[src/rtl/chrono_prescaler.sv]
// Programmable, pausable tick prescaler with periodic and one-shot modes.
// Define CHRONO_PRESCALER_TICK_COUNT_EN to build the tick_count register.
module chrono_prescaler #(
   parameter int unsigned WIDTH       = 32,
   parameter int unsigned DEFAULT_DIV = 5000000,
   parameter int unsigned CNT_WIDTH   = 16
) (
   input  logic                 clk,
   input  logic                 rst,
   input  logic                 start,
   input  logic                 stop,
   input  logic                 clear,
   input  logic                 oneshot,
   input  logic [WIDTH-1:0]     div_in,
   input  logic                 div_load,
   output logic                 tick,
   output logic [CNT_WIDTH-1:0] tick_count,
   output logic                 running,
   output logic                 done
);

   typedef enum logic [1:0] {
      IDLE  = 2'd0,
      RUN   = 2'd1,
      PAUSE = 2'd2,
      DONE  = 2'd3
   } state_t;

   localparam logic [WIDTH-1:0] ONE     = WIDTH'(1);
   localparam logic [WIDTH-1:0] DIV_RST =
      (DEFAULT_DIV == 0) ? ONE : WIDTH'(DEFAULT_DIV);

   state_t           state;
   logic [WIDTH-1:0] phase;
   logic [WIDTH-1:0] div_act;
   logic [WIDTH-1:0] div_pend;
   logic             mode_os;
   logic             term;

   // Terminal count only fires when no command overrides the RUN cycle.
   always_comb begin
      term = 1'b0;
      if (state == RUN && !start && !stop && phase == div_act)
         term = 1'b1;
   end

   always_ff @(posedge clk or posedge rst) begin
      if (rst)
         div_pend <= DIV_RST;
      else if (div_load)
         div_pend <= (div_in == '0) ? ONE : div_in;
   end

   always_ff @(posedge clk or posedge rst) begin
      if (rst) begin
         state   <= IDLE;
         phase   <= ONE;
         div_act <= DIV_RST;
         mode_os <= 1'b0;
         tick    <= 1'b0;
      end else if (clear) begin
         state <= IDLE;
         phase <= ONE;
         tick  <= 1'b0;
      end else begin
         unique case (state)
            IDLE, DONE: begin
               tick <= 1'b0;
               if (start) begin
                  state   <= RUN;
                  phase   <= ONE;
                  div_act <= div_pend;
                  mode_os <= oneshot;
               end
            end
            RUN: begin
               if (start) begin
                  phase   <= ONE;
                  div_act <= div_pend;
                  mode_os <= oneshot;
                  tick    <= 1'b0;
               end else if (stop) begin
                  state <= PAUSE;
                  tick  <= 1'b0;
               end else if (term) begin
                  tick    <= 1'b1;
                  phase   <= ONE;
                  div_act <= div_pend;
                  if (mode_os)
                     state <= DONE;
               end else begin
                  phase <= phase + ONE;
                  tick  <= 1'b0;
               end
            end
            PAUSE: begin
               tick <= 1'b0;
               if (start)
                  state <= RUN;
            end
            default: begin
               state <= IDLE;
               tick  <= 1'b0;
            end
         endcase
      end
   end

`ifdef CHRONO_PRESCALER_TICK_COUNT_EN
   always_ff @(posedge clk or posedge rst) begin
      if (rst)
         tick_count <= '0;
      else if (clear)
         tick_count <= '0;
      else if (term)
         tick_count <= tick_count + CNT_WIDTH'(1);
   end
`else
   assign tick_count = '0;
`endif

   assign running = (state == RUN);
   assign done    = (state == DONE);

endmodule

[config.mk]
export PLATFORM = sky130hd
export DESIGN_NAME = chrono_prescaler
export DESIGN_NICKNAME = d
export VERILOG_FILES = /design/src/rtl/chrono_prescaler.sv
export SDC_FILE = /design/constraint.sdc
export NUM_CORES = 1
export LEC_CHECK = 0
export ABC_AREA = 1
export ABC_CLOCK_PERIOD_IN_PS = 2680
export CAP_MARGIN = 20
export CORE_ASPECT_RATIO = 0.9
export CORE_UTILIZATION = 52
export DETAILED_ROUTE_END_ITERATION = 12
export GPL_TIMING_DRIVEN = 0
export PLACE_DENSITY = 0.76
export SLEW_MARGIN = 15
export SYNTH_ARGS = -nofsm -noshare
export SYNTH_HDL_FRONTEND = slang
export SYNTH_SLANG_ARGS = --single-unit
[constraint.sdc]
create_clock -name clk -period 2.68 [get_ports clk]
set_clock_uncertainty 0.1 [all_clocks]
set_input_delay 0.268 -clock clk [delete_from_list [all_inputs] [get_ports clk]]
set_output_delay 0.268 -clock clk [all_outputs]
set_load 0.005 [all_outputs]
# --- Yosys cells after proc, flatten, opt, wreduce, memory -nomap -nowiden ---
# Cells that the tools add are included.
op_classes:
  addsub: 1
  n_eq_ne: 13
  muxes: 25
  bitwise: 1
  reduce_logical: 16
op_table:
  columns: ["cell", "count"]
  rows:
  - ["$mux 32", 10]
  - ["$pmux 32 s2", 2]
  - ["$add 32x1->32 const B", 1]
  - ["$eq 32x32->1", 1]
  - ["$logic_not 32->1", 1]
  - ["$mux 2", 6]
  - ["$ne 3x3->1 const B", 3]
  - ["$ne 4x3->1 const B", 2]
  - ["$reduce_and 3->1", 2]
  - ["$reduce_or 3->1", 2]
  - ["$mux 1", 5]
  - ["$reduce_and 5->1", 1]
  - ["$eq 2x2->1 const B", 2]
  - ["$ne 4x4->1 const B", 1]
  - ["$pmux 2 s2", 1]
  - ["$reduce_and 4->1", 1]
  - ["$logic_and 1x1->1", 3]
  - ["$ne 3x1->1 const B", 1]
  - ["$ne 3x2->1 const B", 1]
  - ["$reduce_bool 3->1", 1]
  - ["$eq 2x1->1 const B", 1]
  - ["$logic_not 1->1", 2]
  - ["$logic_not 2->1", 1]
  - ["$ne 2x2->1 const B", 1]
  - ["other kinds (4)", 4]
totals:
  ff_bits: 100
  in_bits: 39
  output_inout_bits: 19
  wordCells: 62

# --- Logic depth before layout (Yosys ltp) ---
# Gate-level depths: netlist of run 1.
depth:
  word_depth: 10
  mapped_depth: 14
  mapped_depth_nobuf: 13

# --- Worst setup path before layout of run 1 ---
# Ideal clock, no wire load.
synth_timing:
  path_type: "flip-flop to flip-flop"
  from: "reg state[0]"
  to: "reg phase[25]"
  setup_ps: 120
  arrival_ps: 1750
  required_time_ps: 2460
  setup_slack_ps: 711
  stages_incl_launch_ff: 12
  path_buffers: 0
  synth_period_minus_slack_ps: 1969
  path_cell_list: "dfrtp_1 -> inv_1 -> ha_1 -> o21ai_1 -> nand2_1 -> nand2_2 -> nand3_2 -> nor2_4 -> nand2_2 -> nor2_1 -> xor2_1 -> nor2_1"
synth_via:
  elab_chain_cells: 10
  word_cells_on_any_way: 17
  cone_classes: "4 x eq/ne; 6 x mux; 7 x reduce/logical"
synth_lines:
  columns: ["item", "line_no", "rtl"]
  rows:
  - ["from (decl)", "33", "state_t state;"]
  - ["from (signal assigned)", "56", "state <= IDLE;"]
  - ["from (signal assigned)", "62", "state <= IDLE;"]
  - ["from (signal assigned)", "70", "state <= RUN;"]
  - ["$eq 2x1->1", "43, 66", null]
  - ["$logic_and 1x1->1 (3 in series)", "43", "if (state == RUN && !start && !stop && phase == div_act)"]
  - ["$mux 1", "43", null]
  - ["$mux 32", "85", "end else if (term) begin"]
  - ["$mux 32", "82", "end else if (stop) begin"]
  - ["$mux 32", "77", "if (start) begin"]
  - ["$pmux 32 s2", "66", "unique case (state)"]
  - ["$mux 32", "61", "end else if (clear) begin"]
  - ["to (signal assigned)", "92", "phase <= phase + ONE;"]
  - ["to (decl)", "34", "logic [WIDTH-1:0] phase;"]
# Parallel ways exist; a longest one is shown, timed or not. The select of a mux whose other input is x is not followed.
# A chain may end at the register's enable or synchronous reset.

# --- Worst setup path after layout of run 1 ---
layout_timing:
  from: "reg state[0]"
  to: "reg phase[23]"
# Same word-level chain as after synthesis.

==> metrics, run 1 <==
Crit path largest cell delay=420 ps; maximum vdd ir drop=0.4914 mV; sequential share of power=between 40% and 50%; gpl congestion=0.8907; Cell Chain, Critical Path=inv_1, ha_1, o21ai_1, nand2_1, nand2_2, nand3_2, nor2_4, nand2_2, nor2_1, xor2_1, nor2_1; switching share of power=36.78%; core area=~10000 um^2; dpl cell area=6352 um^2; Avg WL per Cell=approximately 14 um; post-layout power=around 5 mW; Max Used Layer=met4; Tmin final=2303 ps; Startpoint Class=register; Starting Density=54.33%; full die area=11310 um^2; pin count of the biggest net entering global routing=39; Syn Inst Count=between 700 and 800; drt initial violations=298; Fin Setup TNS=0 ps; Bufs on Longest Clock Path=2; yosys warns=0; CTS tree=done; antenna-violating nets left=0; Leak=approximately 3.1 nW; initial antenna violation count=0; MaxCap Viol Count=0; hold crit path type=input pin to asynchronous set/reset pin; RSZ-0062 raised after global routing=no; CTS hold repair buffers=0; Cell Area, Synth=approximately 5700 um^2; vias in the first global route=4543; drt pass-1 iters=9; CP required=between 2000 and 3000 ps; total length of routed wires=between 10000 and 15000 um; CTS resizes=0; metal3 WL=627 um; remaining global-route overflow=0; H-tree depth=3; critical path class=register to register; global-route wire length before repair=21810 um; P_sw=1.827 mW; Pint=3.140 mW; vias per cell=5.112; met2 WL=6346 um; Fmax achieved=~430 MHz; Clock Power Share=25.3%; layout cells sized above 1=14.77%; # IOs=58; clock root buffer master=clkbuf_16; Final Hold Fails=0; Place WS=369.9 ps; #FFs+latches synth=100; fillers=910; CTS Buf Count=9; port bufs=40; cell family with most CP delay=simple AND/OR/NAND/NOR gates; Tcrit/Tclk final=between 80% and 90%; row cnt=35; Slowest-stage cell, CP=dfrtp_1; Layout Cells excl Fill=928; dpl hpwl=10210 um; CTS clk-pin slew, worst paths=70 ps; chip width=112 um; vias=approximately 4700; Inst Count DP=912; CP Max Fanout=6; GRT Total Usage=24.85%; Logic pwr share=roughly a third; WHS=173.2 ps; post-layout util=between 60% and 70%; max-slew violations=0; Buffers & Inverters on Critical Path=1; Yosys cell types=35; post-route cell area=6639 um^2; ant diodes=0; crit end category=register; final setup vio count=0; violated checks=DRC; Nets=838; Synth-to-Final Area Change=17.23%; Clock Latency Late Sink=350 ps; PwrDens=748.2 nW/um^2; post-CTS setup buffers=0; die height=101 um; post-route setup slack=377.0 ps; post-synthesis sequential area ratio=44.56%; R2R Setup Slk=380 ps; # DRC=7; M1 wire length=5899 um; clock sink count=100; Syn Area/Cell=7.811 um^2; outcome=finished with violations; CP Data Arrival Time=between 2000 and 2500 ps
==> kinds of logic (layout without fill, tap and decap cells) <==
kind of cell,count (synthesis),count (layout),share of synthesized area (%)
and+or+nand+nor,362,362,27.71
buffers and inverters,143,202,11.67
DFF,100,100,44.56
AOI/OAI and AO/OA,74,74,8.661
xor gates and xnor gates,39,39,6.032
adders and majority gates,5,5,1.105
other,1,16,0.06622
muxes,1,1,0.1988
==> cells in the final DEF, fill, tap and decap left out, types with 4 or more instances in the layout <==
| cell type | n |
|---|---|
| xor2_1 | 32 |
| buf_6 | 8 |
| nand3_1 | 19 |
| a21oi_1 | 4 |
| conb_1 | 16 |
| ha_1 | 5 |
| nor2_1 | 96 |
| buf_4 | 16 |
| nand2_2 | 5 |
| nand3_2 | 5 |
| o21ai_2 | 32 |
| nand2_1 | 188 |
| dfrtp_1 | 83 |
| clkbuf_1 | 8 |
| clkdlybuf4s50_1 | 40 |
| dfstp_2 | 17 |
| nor3_1 | 11 |
| clkbuf_16 | 9 |
| xnor2_1 | 7 |
| nand4_1 | 20 |
| o21ai_0 | 37 |
| inv_1 | 105 |
| inv_2 | 4 |
==> path summary, 6_finish.rpt <==
kind,start,to,cells past startpoint
setup reg to reg,state[0],phase[23],11
max in group asynchronous,rst,div_pend[11],5
hold / removal,rst,phase[6],2
setup / recovery,state[0],phase[23],11
hold reg to reg,div_pend[9],div_act[9],2
min in group clk,div_load,div_pend[9],2
==> worst register-to-register path: stages (launching register included) <==
cell     delay (ps)
dfrtp_1         420
inv_1            60
ha_1            310
o21ai_1         160
nand2_1         140
nand2_2         190
nand3_2         210
nor2_4          190
nand2_2          90
nor2_1          120
xor2_1          150
nor2_1           60
==> per-layer routing <==
metal  vias to the layer above  track usage [%]
met5                         -                0
li1                       2344                -
met4                         0            7.179
met3                        19            3.848
met1                      2249            32.10
met2                       132            43.57
==> layout make-up <==
class / count / area [um^2] / share of cell area [%]
inverter: 111 / 422.9 / 6.370
sequential: 100 / 2524 / 38.01
clock buffer: 11 / 242.7 / 3.656
tap: 129 / 161.4 / 2.431
clock inverter: 5 / 43.79 / 0.6596
buffer: 32 / 241.5 / 3.637
multi-input combinational: 497 / 2535 / 38.18
timing repair buffer: 43 / 467.9 / 7.049
==> power by group through the flow <==
stage                     Sequential (mW)  Combinational (mW)  Clock, mW
after floorplan                      2.01                1.22          0
after global placement               2.11                1.54          0
after detailed placement             2.12                1.60          0
after CTS                            2.10                1.61       1.27
after global routing                 2.14                1.81       1.33
final                                2.11                1.60       1.26
==> cell usage after synthesis (all sizes together) <==
library cell,instances,area share [%]
dfstp,17,7.9
xor2,32,4.9
o21ai,70,8.3
nor2,102,7.3
nor4,3,0.33
nand3,24,2.6
or2,3,0.33
nor3,12,1.3
clkbuf,7,0.46
inv,111,7.4
nor3b,3,0.40
ha,5,1.1
conb,1,0.066
nand4,20,2.2
dfrtp,83,37
xnor2,7,1.1
and3,1,0.11
buf,25,3.8
a21oi,4,0.35
nand2,194,13
mux2,1,0.20
==> registers in the layout, summed over array words and instances (netlist names) <==
signal / cells
phase: 32
mode_os: 1
state: 2
div_pend: 32
div_act: 32
tick: 1
No activity file was read; power rests on OpenSTA's default activity.
==> inputs of run 2 (changes only) <==
--- a/config.mk
+++ b/config.mk
@@ -13,7 +13,7 @@
 export DETAILED_ROUTE_END_ITERATION = 12
 export GPL_TIMING_DRIVEN = 0
 export PLACE_DENSITY = 0.76
-export SLEW_MARGIN = 15
+export SLEW_MARGIN = 25
 export SYNTH_ARGS = -nofsm -noshare
 export SYNTH_HDL_FRONTEND = slang
 export SYNTH_SLANG_ARGS = --single-unit
==> run 2 against run 1 <==
Highest routed layer unchanged. Combinational power barely moved. Critical endpoint is now phase[18]. Worst setup slack got worse by 14 ps. Largest cell class unchanged. First-iteration DRC count is 13% higher. Critical path depth unchanged. The run still ends with DRC left. Fmax shrank 0.62%. Global-route usage is essentially flat.
==> metrics, run 2 (synthesis gave the netlist of run 1 again) <==
outcome=finished with violations; violated checks=DRC; Layout Cells excl Fill=928; Nets=838; critical path class=register to register; Starting Density=54.33%; Fmax achieved=431.5 MHz; CTS resizes=0; Tmin final=2317 ps; final setup vio count=0; initial antenna violation count=0; CTS tree=done; metal3 WL=654 um; Slowest-stage cell, CP=dfrtp_1; global-route wire length before repair=21740 um; gpl congestion=0.8907; full die area=11310 um^2; ant diodes=0; maximum vdd ir drop=about 0.44 mV; clock sink count=100; Leak=3.160 nW; post-CTS setup buffers=0; RSZ-0062 raised after global routing=no; post-route setup slack=362.6 ps; Cell Chain, Critical Path=inv_1, ha_1, o21ai_1, nand2_1, nand2_2, nand3_2, nor2_4, inv_1, nor2_1, xor2_1, nor2_1; Startpoint Class=register; pin count of the biggest net entering global routing=35; # DRC=7; chip width=112 um; layout cells sized above 1=between 10% and 20%; drt pass-1 iters=9; die height=101 um; total length of routed wires=~13000 um; CTS clk-pin slew, worst paths=70 ps; most frequent cells in the layout=nand2_1, inv_1, nor2_1; MaxCap Viol Count=0; CTS hold repair buffers=0; Synth-to-Final Area Change=17.65%; remaining global-route overflow=0; vias in the first global route=4486; Final Hold Fails=0; crit end category=register; Bufs on Longest Clock Path=2; Tcrit/Tclk final=86.47%; Top Registers=div_act x32, div_pend x32, phase x32; PwrDens=approximately 760 nW/um^2; CP Max Fanout=6; Crit path largest cell delay=420 ps; met2 WL=6073 um; Place WS=between 300 and 400 ps; CP Data Arrival Time=2450 ps; row cnt=35; hold crit path type=input pin to asynchronous set/reset pin; GRT Total Usage=about 25%; H-tree depth=3; antenna-violating nets left=0; max-slew violations=0; Inst Count DP=around 910; fillers=925; Avg WL per Cell=13.80 um; CTS Buf Count=9; clock root buffer master=clkbuf_16; dpl hpwl=between 10000 and 15000 um; commonest non-fill, non-tap cell in the layout=nand2_1; # IOs=58; vias=4702; Fin Setup TNS=0 ps; core area=10420 um^2; vias per cell=5.067; port bufs=40; CP required=approximately 2800 ps; M1 wire length=slightly below 6000 um; Clock Latency Late Sink=350 ps; drt initial violations=336; post-layout power=5.067 mW; Max Used Layer=met4
==> run 2: critical path: cells and delay by family, from the launching register on <==
kind            cells  cell delay [ps]
flops               1              420
buf+inv             2              150
fa+ha+maj           1              310
compound gates      1              150
xor+xnor            1              190
simple gates        6              880
==> run 2: routing by layer <==
metal  GRT usage, %  vias to the layer above
li1               -                     2342
met1          32.80                     2207
met2          42.04                      138
met3          4.089                       15
met4          8.000                        0
met5              0                        -
==> run 2: cell type report <==
| cell class | instances | area, um^2 | area share, % |
|---|---|---|---|
| Clock inverter | 5 | 67.56 | 1.014 |
| Multi-Input combinational cell | 497 | 2535 | 38.05 |
| Inverter | 111 | 422.9 | 6.347 |
| Sequential cell | 100 | 2524 | 37.88 |
| Buffer | 32 | 241.5 | 3.624 |
| Timing Repair Buffer | 43 | 467.9 | 7.023 |
| Clock buffer | 11 | 242.7 | 3.643 |
| Tap cell | 129 | 161.4 | 2.423 |
==> run 2: path summary, 6_finish.rpt <==
path,start,end,slack (ps),cells after the start
max,state[0],phase[18],360,11
min reg2reg,div_pend[11],div_act[11],400,2
max reg2reg,state[0],phase[18],360,11
min,rst,phase[28],170,2
max in group asynchronous,rst,div_pend[11],1330,5
min in group clk,div_load,div_pend[9],270,2
==> run 2: through the flow <==
stage | hold WS, ps | cell area [um^2] | utilization [%]
6_report | 171.7 | 6663 | 63.93
2_1_floorplan | 282.8 | 5723 | -
5_1_grt | 218.4 | 6663 | 63.93
4_1_cts | 185.9 | 6663 | 63.93
3_5_place_dp | 385.5 | 6352 | 60.95
3_3_place_gp | 371.3 | 6285 | 60.30
==> run 2: report_power, final <==
part	switching (mW)	leakage [nW]	internal, mW
sequential	0.274	1.26	1.83
clock	0.592	0.153	0.765
combinational	0.963	1.75	0.638
